==> src/rtl/cpu_run_pkg.sv <==
// Shared types for the CPU run controller.
// Build option: define CPU_RUN_FLAGS_EN to store zf/of alongside each trace entry.
package cpu_run_pkg;

  typedef enum logic [1:0] {
    S_IDLE  = 2'd0,
    S_RESET = 2'd1,
    S_RUN   = 2'd2,
    S_DONE  = 2'd3
  } run_state_t;

  // Width of one trace FIFO entry for a given ALU result width.
  function automatic int unsigned entry_width(input int unsigned data_w);
`ifdef CPU_RUN_FLAGS_EN
    return data_w + 2;
`else
    return data_w;
`endif
  endfunction

endpackage

==> src/rtl/cpu_trace_fifo.sv <==
// First-word-fall-through trace FIFO with synchronous clear.
// Pointers carry one extra wrap bit so full and empty are distinguishable.
module cpu_trace_fifo #(
  parameter int unsigned WIDTH = 34,
  parameter int unsigned DEPTH = 16
) (
  input  logic             clk,
  input  logic             rst,
  input  logic             clear,
  input  logic             push,
  input  logic             pop,
  input  logic [WIDTH-1:0] wr_data,
  output logic [WIDTH-1:0] rd_data,
  output logic             full,
  output logic             empty
);

  localparam int unsigned AW = $clog2(DEPTH);
  localparam int unsigned PW = AW + 1;

  logic [PW-1:0]    wr_ptr;
  logic [PW-1:0]    rd_ptr;
  logic [WIDTH-1:0] mem [DEPTH];
  logic             do_push;
  logic             do_pop;

  assign empty = (wr_ptr == rd_ptr);
  assign full  = (wr_ptr[AW] != rd_ptr[AW]) && (wr_ptr[AW-1:0] == rd_ptr[AW-1:0]);

  // A pop at full frees the slot the simultaneous push lands in.
  assign do_pop  = pop & ~empty;
  assign do_push = push & (~full | do_pop);

  assign rd_data = empty ? '0 : mem[rd_ptr[AW-1:0]];

  // Pointer update; clear overrides any concurrent push or pop.
  always_ff @(posedge clk or posedge rst) begin
    if (rst) begin
      wr_ptr <= '0;
      rd_ptr <= '0;
    end else if (clear) begin
      wr_ptr <= '0;
      rd_ptr <= '0;
    end else begin
      if (do_push) wr_ptr <= wr_ptr + PW'(1);
      if (do_pop)  rd_ptr <= rd_ptr + PW'(1);
    end
  end

  // Entry storage; contents are only observable through non-empty reads.
  always_ff @(posedge clk) begin
    if (do_push && !clear) mem[wr_ptr[AW-1:0]] <= wr_data;
  end

endmodule

==> src/rtl/cpu_run_ctrl.sv <==
// Run sequencer and trace capture for the single-cycle R-type CPU.
// Holds the core in reset for RST_CYCLES, enables it for RUN_CYCLES and
// records each cycle's ALU result into a trace FIFO.
// Build option: CPU_RUN_FLAGS_EN stores zf/of per entry; otherwise rd_zf/rd_of read 0.
module cpu_run_ctrl
  import cpu_run_pkg::*;
#(
  parameter int unsigned DATA_W     = 32,
  parameter int unsigned DEPTH      = 16,
  parameter int unsigned RST_CYCLES = 2,
  parameter int unsigned RUN_CYCLES = 35
) (
  input  logic                              clk,
  input  logic                              rst,
  input  logic                              start,
  input  logic                              abort,
  input  logic [DATA_W-1:0]                 alu_f,
  input  logic                              zf,
  input  logic                              of,
  output logic                              cpu_rst,
  output logic                              cpu_en,
  output logic                              busy,
  output logic                              done,
  output logic [$clog2(RUN_CYCLES+1)-1:0]   cyc_cnt,
  output logic                              rd_valid,
  input  logic                              rd_ready,
  output logic [DATA_W-1:0]                 rd_data,
  output logic                              rd_zf,
  output logic                              rd_of,
  output logic                              ovf
);

  localparam int unsigned CW = $clog2(RUN_CYCLES + 1);
  localparam int unsigned RW = $clog2(RST_CYCLES + 1);
  localparam int unsigned EW = entry_width(DATA_W);

  localparam logic [CW-1:0] LAST_RUN = CW'(RUN_CYCLES - 1);
  localparam logic [RW-1:0] RST_LOAD = RW'(RST_CYCLES - 1);

  run_state_t    state;
  logic [RW-1:0] rst_cnt;

  logic          fifo_full;
  logic          fifo_empty;
  logic          fifo_clear;
  logic          push;
  logic          pop;
  logic          drop;
  logic          start_ok;
  logic [EW-1:0] wr_entry;
  logic [EW-1:0] rd_entry;

  // An abort in the same cycle suppresses both the start and the capture.
  assign start_ok   = start & ~abort & ((state == S_IDLE) | (state == S_DONE));
  assign fifo_clear = start_ok;
  assign push       = cpu_en & ~abort;
  assign pop        = rd_ready & ~fifo_empty;
  assign drop       = push & fifo_full & ~pop;
  assign rd_valid   = ~fifo_empty;

`ifdef CPU_RUN_FLAGS_EN
  assign wr_entry = {of, zf, alu_f};
  assign rd_data  = rd_entry[DATA_W-1:0];
  assign rd_zf    = rd_entry[DATA_W];
  assign rd_of    = rd_entry[DATA_W+1];
`else
  logic unused_flags;
  assign unused_flags = zf ^ of;
  assign wr_entry     = alu_f;
  assign rd_data      = rd_entry;
  assign rd_zf        = 1'b0;
  assign rd_of        = 1'b0;
`endif

  cpu_trace_fifo #(
    .WIDTH (EW),
    .DEPTH (DEPTH)
  ) u_fifo (
    .clk     (clk),
    .rst     (rst),
    .clear   (fifo_clear),
    .push    (push),
    .pop     (pop),
    .wr_data (wr_entry),
    .rd_data (rd_entry),
    .full    (fifo_full),
    .empty   (fifo_empty)
  );

  // Run sequencer with registered control outputs and sticky overflow flag.
  always_ff @(posedge clk or posedge rst) begin
    if (rst) begin
      state   <= S_IDLE;
      cpu_rst <= 1'b1;
      cpu_en  <= 1'b0;
      busy    <= 1'b0;
      done    <= 1'b0;
      cyc_cnt <= '0;
      rst_cnt <= '0;
      ovf     <= 1'b0;
    end else if (abort) begin
      state   <= S_IDLE;
      cpu_rst <= 1'b1;
      cpu_en  <= 1'b0;
      busy    <= 1'b0;
      done    <= 1'b0;
    end else begin
      if (drop) ovf <= 1'b1;
      case (state)
        S_IDLE, S_DONE: begin
          if (start) begin
            state   <= S_RESET;
            cpu_rst <= 1'b1;
            cpu_en  <= 1'b0;
            busy    <= 1'b1;
            done    <= 1'b0;
            cyc_cnt <= '0;
            ovf     <= 1'b0;
            rst_cnt <= RST_LOAD;
          end
        end
        S_RESET: begin
          if (rst_cnt == '0) begin
            state   <= S_RUN;
            cpu_rst <= 1'b0;
            cpu_en  <= 1'b1;
          end else begin
            rst_cnt <= rst_cnt - RW'(1);
          end
        end
        S_RUN: begin
          cyc_cnt <= cyc_cnt + CW'(1);
          if (cyc_cnt == LAST_RUN) begin
            state  <= S_DONE;
            cpu_en <= 1'b0;
            busy   <= 1'b0;
            done   <= 1'b1;
          end
        end
        default: state <= S_IDLE;
      endcase
    end
  end

endmodule

==> config.mk <==
export PLATFORM = sky130hd
export DESIGN_NAME = cpu_run_ctrl
export DESIGN_NICKNAME = d
export VERILOG_FILES = /design/src/rtl/cpu_run_pkg.sv /design/src/rtl/cpu_trace_fifo.sv /design/src/rtl/cpu_run_ctrl.sv
export SDC_FILE = /design/constraint.sdc
export NUM_CORES = 1
export LEC_CHECK = 0
export CAP_MARGIN = 20
export CELL_PAD_IN_SITES_DETAIL_PLACEMENT = 1
export CELL_PAD_IN_SITES_GLOBAL_PLACEMENT = 2
export CORE_MARGIN = 3
export CORE_UTILIZATION = 30
export DETAILED_ROUTE_END_ITERATION = 16
export MAX_ROUTING_LAYER = met4
export PLACE_DENSITY = 0.52
export SLEW_MARGIN = 20
export SYNTH_ARGS = -nofsm -noshare
export SYNTH_HDL_FRONTEND = slang
export SYNTH_SLANG_ARGS = --single-unit
==> constraint.sdc <==
create_clock -name clk -period 4.17 [get_ports clk]
set_clock_uncertainty 0.1 [all_clocks]
set_input_delay 1.0425 -clock clk [delete_from_list [all_inputs] [get_ports clk]]
set_output_delay 1.0425 -clock clk [all_outputs]
set_load 0.02 [all_outputs]
## Word level (Yosys, flattened, before mapping)

Memories as Yosys holds them, arrays and structs flattened.
Index checks and enable logic that the tools add are counted.

| word-level totals | value |
|---|---|
| flip-flop bits (word level) | 25 |
| RAM bits | 512 |
| input port bits | 39 |
| output and inout port bits | 46 |
| memories | 1 |

Memories:

| name | words | bits a word | rd ports | clocked after memory_dff | write ports | line | source |
|---|---|---|---|---|---|---|---|
| u_fifo.mem | 16 | 32 | 1 | 0 | 1 | cpu_trace_fifo.sv:23 | `logic [WIDTH-1:0] mem [DEPTH];` |

| cells by class | value |
|---|---|
| add/sub/neg operators | 4 |
| equality and inequality tests | 12 |
| mux-type cells | 33 |
| bitwise logic cells | 14 |
| reduce and logical (&&, ||, !) cells | 17 |

Operators by type and width:

| kind | number |
|---|---|
| 32-bit 2-to-1 mux | 1 |
| 5-bit 2-to-1 mux | 4 |
| 1-bit 2-to-1 mux | 15 |
| 6-bit one-hot mux with 2 select lines | 1 |
| 3-bit AND reduction | 4 |
| 5-bit by 1-bit adder with 5-bit output, second input constant | 2 |
| 2-bit 2-to-1 mux | 5 |
| 3-bit inequality test, second input constant | 3 |
| 1-bit bitwise AND | 8 |
| 2-bit nonzero test | 4 |
| 6-bit by 1-bit adder with 6-bit output, second input constant | 1 |
| 6-bit == test, second input constant | 1 |
| 6-bit 2-to-1 mux | 1 |
| 1-bit one-hot mux with 2 select lines | 3 |
| 2-bit one-hot mux with 3 select lines | 1 |
| 3-bit nonzero test | 2 |
| 5-bit == test | 1 |
| 2-bit == test, second input constant | 2 |
| 4-bit == test | 1 |
| 2-bit logical NOT | 2 |
| 2-bit inequality test, second input constant | 2 |
| 1-bit NOT | 4 |
| 2-bit one-hot mux with 2 select lines | 1 |
| 4-bit AND reduction | 1 |
| 8 further kinds | 10 |

## Depth between registers and ports, before layout

| logic depth | value |
|---|---|
| depth after elaboration | 9 |
| depth in mapped cells | 8 |
| gate-level depth less buffers | 7 |

## Cells and area by module

From an unflattened synthesis, not the netlist that was laid out.

| unflattened totals | value |
|---|---|
| cells, all modules | 977 |
| area, all modules | 20885.0 sq um |

Modules (own cells, without submodules):

| module | instances | cells each | area each (sq um) |
|---|---|---|---|
| cpu_trace_fifo | 1 | 880 | 19992.9 |
| cpu_run_ctrl | 1 | 97 | 892.1 |

## Least setup slack after synthesis

No wires, ideal clock.

| path | value |
|---|---|
| path type | input-to-reg |
| start | input port abort |
| end | memory u_fifo.mem[15][0] in the netlist's numbering, enable pin |
| setup time | 0.421 ns |
| arrival | 3.022 ns |
| required time | 3.649 ns |
| setup slack | 0.627 ns |
| cell stages on the path | 5 |
| path through | inv_1 > nand2_1 > a21oi_1 > nand4_1 > nor2_1 |

| on the way | value |
|---|---|
| word-level cells in the longest chain between the ends | 7 |
| elaborated cells between the ends (all ways) | 9 |
| classes of those cells | mux: 2; bitwise: 5; reduce/logical: 2 |

Ends and longest elaborated chain:

| element | line | source |
|---|---|---|
| from (decl) | cpu_run_ctrl.sv:16 | `input logic abort,` |
| 1-bit NOT (no line) (*) | n/a |  |
| 1-bit bitwise AND (2 in a row) | cpu_run_ctrl.sv:54 | `assign start_ok = start & ~abort & ((state == S_IDLE) \| (state == S_DONE));` |
| 1-bit logical NOT | cpu_trace_fifo.sv:52 | `if (do_push && !clear) mem[wr_ptr[AW-1:0]] <= wr_data;` |
| 1-bit logical AND (*) | cpu_trace_fifo.sv:52 |  |
| 1-bit 2-to-1 mux (*) | cpu_trace_fifo.sv:52 |  |
| 1-bit 2-to-1 mux (implied by the code) (*) | cpu_trace_fifo.sv:52 |  |
| to (decl) | cpu_trace_fifo.sv:23 |  |

Every way passes the cells marked *; elsewhere a longest branch is shown, timed or not.

## Worst setup path after layout

| path | value |
|---|---|
| start | register u_fifo.rd_ptr[0] |
| end | output port rd_data[19] |

| on the way | value |
|---|---|
| word-level cells in the longest chain between the ends | 2 |
| elaborated cells between the ends (all ways) | 3 |
| classes of those cells | eq/ne: 1; mux: 1; memory: 1 |

Ends and longest elaborated chain:

| element | line | source |
|---|---|---|
| from (decl) | cpu_trace_fifo.sv:22 | `logic [PW-1:0] rd_ptr;` |
| from (signal assigned) | cpu_trace_fifo.sv:46 | `if (do_pop) rd_ptr <= rd_ptr + PW'(1);` |
| memory read 16 x 32 bit / 5-bit == test (equally long branches) | n/a |  |
| 32-bit 2-to-1 mux (*) | cpu_trace_fifo.sv:34 | `assign rd_data = empty ? '0 : mem[rd_ptr[AW-1:0]];` |
| to (decl) | cpu_run_ctrl.sv:27 | `output logic [DATA_W-1:0] rd_data,` |

Marked as above.

==> summary.txt <==
Synth cell types: 47
Critical Path Stages: 6
Final Hold Viols: 0
Clock buffer count from CTS: 59
Hold Path Class: register to register
Syn-to-layout area delta: 20.7%
Critical path class: register to output port
Top-area cell type share of the netlist area: 0.739
Mapped Cells: 973
CTS sink count: 537
Peak VDD IR: 0.345 mV
EDFF count, synth: 512
RD Place Congestion: 0.659
Routed Antenna Nets: 0
Cell depth of the worst flop-to-flop path: 7
Mapped Area: 0.0208 sq mm
Crit share post-route: 0.969
LEAKAGE: 0.00801 uW
Critical path launch point type: register
Root buf cell: clkbuf_16
Synth async-reset ratio: 0.0466
Ports: 85
CP peak stage delay: 0.68 ns
Largest cells by area after synthesis: edfxtp_1, mux4_2, dfrtp_1
Critical-path top delay cell: clkdlybuf4s50_1
Final setup fails: 0
Routed wire length: 52800 um
Pwr Density: 634 mW/mm^2
Final Max Slew Viols: 0
Clock Latency Late Sink: 0.60 ns
Setup tns final: 0 ns
Worst r2r dst: u_fifo.mem[14][17]
Total track usage: 0.149
Outcome: completed
First-pass GRT wire length: 77600 um
Clock transition at path regs: 0.06 ns
Vert. Die Dim: 269 um
Mean Syn Cell Area: 21.4 sq um
Row count: 95
Average wire per standard cell: 25.3 um
Max-cap viol count: 0
Initial core utilization: 0.306
Hold_sp: done
IO Port Bufs: 80
Antenna violations before repair: 2
Worst path cell trace: xor2_1 -> nor4_4 -> and2_2 -> buf_12 -> a21oi_1 -> clkdlybuf4s50_1
# DRC: 0
Overflow after GRT: 0
Data arrival time of the worst path: 2.90 ns
Min-Delay Path Depth: 2
Worst hold endpoint: done
Achievable clock frequency: 247 MHz
1st-pass router iterations: 5
Detailed-route vias per instance: 4.88
CTS tree: done
Slew @ Worst Pin: 0.676 ns
DRT iter0 DRCs: 635
Clock H-tree levels: 2
CTS Buffer Depth: 3
CP top delay family: buffers and inverters
Core Area: 0.0680 sq mm
Vias in the first global route: 11200
Minimum clock period after layout: 4.04 ns
Hold buffers post-CTS: 0
Share of cells above drive strength 1: 0.252
DPL Wire Length: 28300 um
Slew HR: 0.544
Critical path endpoint category: output port
Reg2Reg Setup Slack: 1.44 ns
Die span in x: 269 um
Crit-path max FO: 33
Synth area leader: edfxtp_1
Largest net degree at the start of global routing: 75
Worst Path Buf+Inv: 2
Fin nets: 1163
Final Util: 0.369
Worst Path Required: 3.03 ns
Synth Warn #: 0
Tot Pwr: 15900 uW
Yosys reg bits: 537
Post-synth top flop: edfxtp_1
Routed vias: 10200
DIE AREA: 0.0726 sq mm
Reg2Reg Launch Point: u_fifo.rd_ptr[0]
Seq/Total Area, Yosys: 0.769
==> cells by family after synthesis <==
group,share of synthesized area
compound gates,0.0412
xor+xnor,0.00547
fa+ha+maj,0.00601
buf+inv,0.0173
flops,0.769
mux,0.140
other cells,0.000180
simple gates,0.0206
==> cells in the mapped netlist, drive strengths merged (2+ instances only) <==
| library cell | instances |
|---|---|
| clkbuf | 24 |
| and3 | 11 |
| o41ai | 2 |
| ha | 10 |
| a22oi | 64 |
| nand3 | 8 |
| nor3 | 2 |
| xnor2 | 6 |
| dfrtp | 24 |
| nand2b | 4 |
| inv | 13 |
| mux4 | 128 |
| buf | 33 |
| nor2b | 5 |
| xor2 | 7 |
| mux2i | 3 |
| nor2 | 22 |
| a21oi | 46 |
| nand2 | 17 |
| and2 | 2 |
| edfxtp | 512 |
| a211oi | 2 |
| and4 | 3 |
| nand4 | 4 |
| o21ai | 5 |
==> what timing repair did <==
action | CTS | global route
resized for setup | 33 | 4
gates cloned | 1 | 1
pin swaps | 0 | 0
endpoints found under the setup margin | 32 | 8
buffers inserted | 4 | 0
==> how the worst max path moves through the flow <==
stage                           from                end  slack [ns]
finish              u_fifo.rd_ptr[0]        rd_data[19]        0.13
global route        u_fifo.rd_ptr[1]         rd_data[4]      -0.005
CTS                 u_fifo.rd_ptr[1]         rd_data[4]        0.02
detailed placement  u_fifo.rd_ptr[0]        rd_data[22]        0.49
global placement    u_fifo.rd_ptr[0]        rd_data[22]        0.48
floorplan                      abort  u_fifo.mem[15][0]        0.63
==> registers in the layout, summed over array words and instances, names as in the netlist, 2 cells and up <==
name / flops
state: 2
rst_cnt: 2
cyc_cnt: 6
u_fifo.wr_ptr: 5
u_fifo.mem: 512
u_fifo.rd_ptr: 5
==> where the power goes <==
group / total, uW / switching [uW] / internal, uW / leakage, uW
Combinational: 4920 / 2700 / 2220 / 0.00222
Sequential: 6120 / 121 / 6000 / 0.00492
Clock: 4870 / 2090 / 2780 / 0.000867
Total: 15900 / 4910 / 11000 / 0.00801
==> placed cells by master (no fill, tap or decap), types with 14 or more instances in the layout <==
cell / count
nor2_1: 20
buf_4: 27
clkbuf_1: 19
clkdlybuf4s50_1: 51
mux4_2: 128
nand2_1: 16
dfrtp_1: 20
buf_12: 23
dlygate4sd2_1: 26
edfxtp_1: 512
clkbuf_16: 60
a22oi_1: 64
clkinv_1: 14
a21oi_1: 45
==> area by class of cell <==
| type | count | area [sq um] |
|---|---|---|
| diodes | 3 | 7.51 |
| clock buffers | 78 | 1550 |
| well taps | 921 | 1150 |
| multi-input cells | 367 | 4520 |
| clock inverters | 30 | 229 |
| flip-flops and latches | 537 | 16000 |
| repair buffers | 136 | 1600 |
| fillers | 6615 | 42900 |
| inverters | 13 | 48.8 |
==> metrics by stage <==
stage / hold slack, ns / setup WS (ns) / cells / instance area [sq um]
floorplan: 0.410 / 0.627 / 974 / 20800
global placement: 0.440 / 0.479 / 1968 / 23200
detailed placement: 0.444 / 0.489 / 1968 / 23200
CTS: 0.452 / 0.0218 / 2081 / 25100
global route: 0.493 / -0.00502 / 2084 / 25100
finish: 0.447 / 0.128 / 2085 / 25100
==> layer usage <==
metal	vias up	GRT usage	routed length, um
li1	4378	-	-
met1	5546	0.200	24200
met2	175	0.240	25700
met3	73	0.0248	1810
met4	0	0.0358	1090
met5	-	-	0
==> worst reg2reg max path: cells and delay by family (launching register included) <==
kind / cells / cell delay [ns]
flip-flops: 1 / 0.57
XOR/XNOR: 1 / 0.25
buffers and inverters: 3 / 0.67
AND/OR/NAND/NOR: 2 / 0.58
AO/OA/AOI/OAI: 1 / 0.22
(Power assumes the default switching activity.)
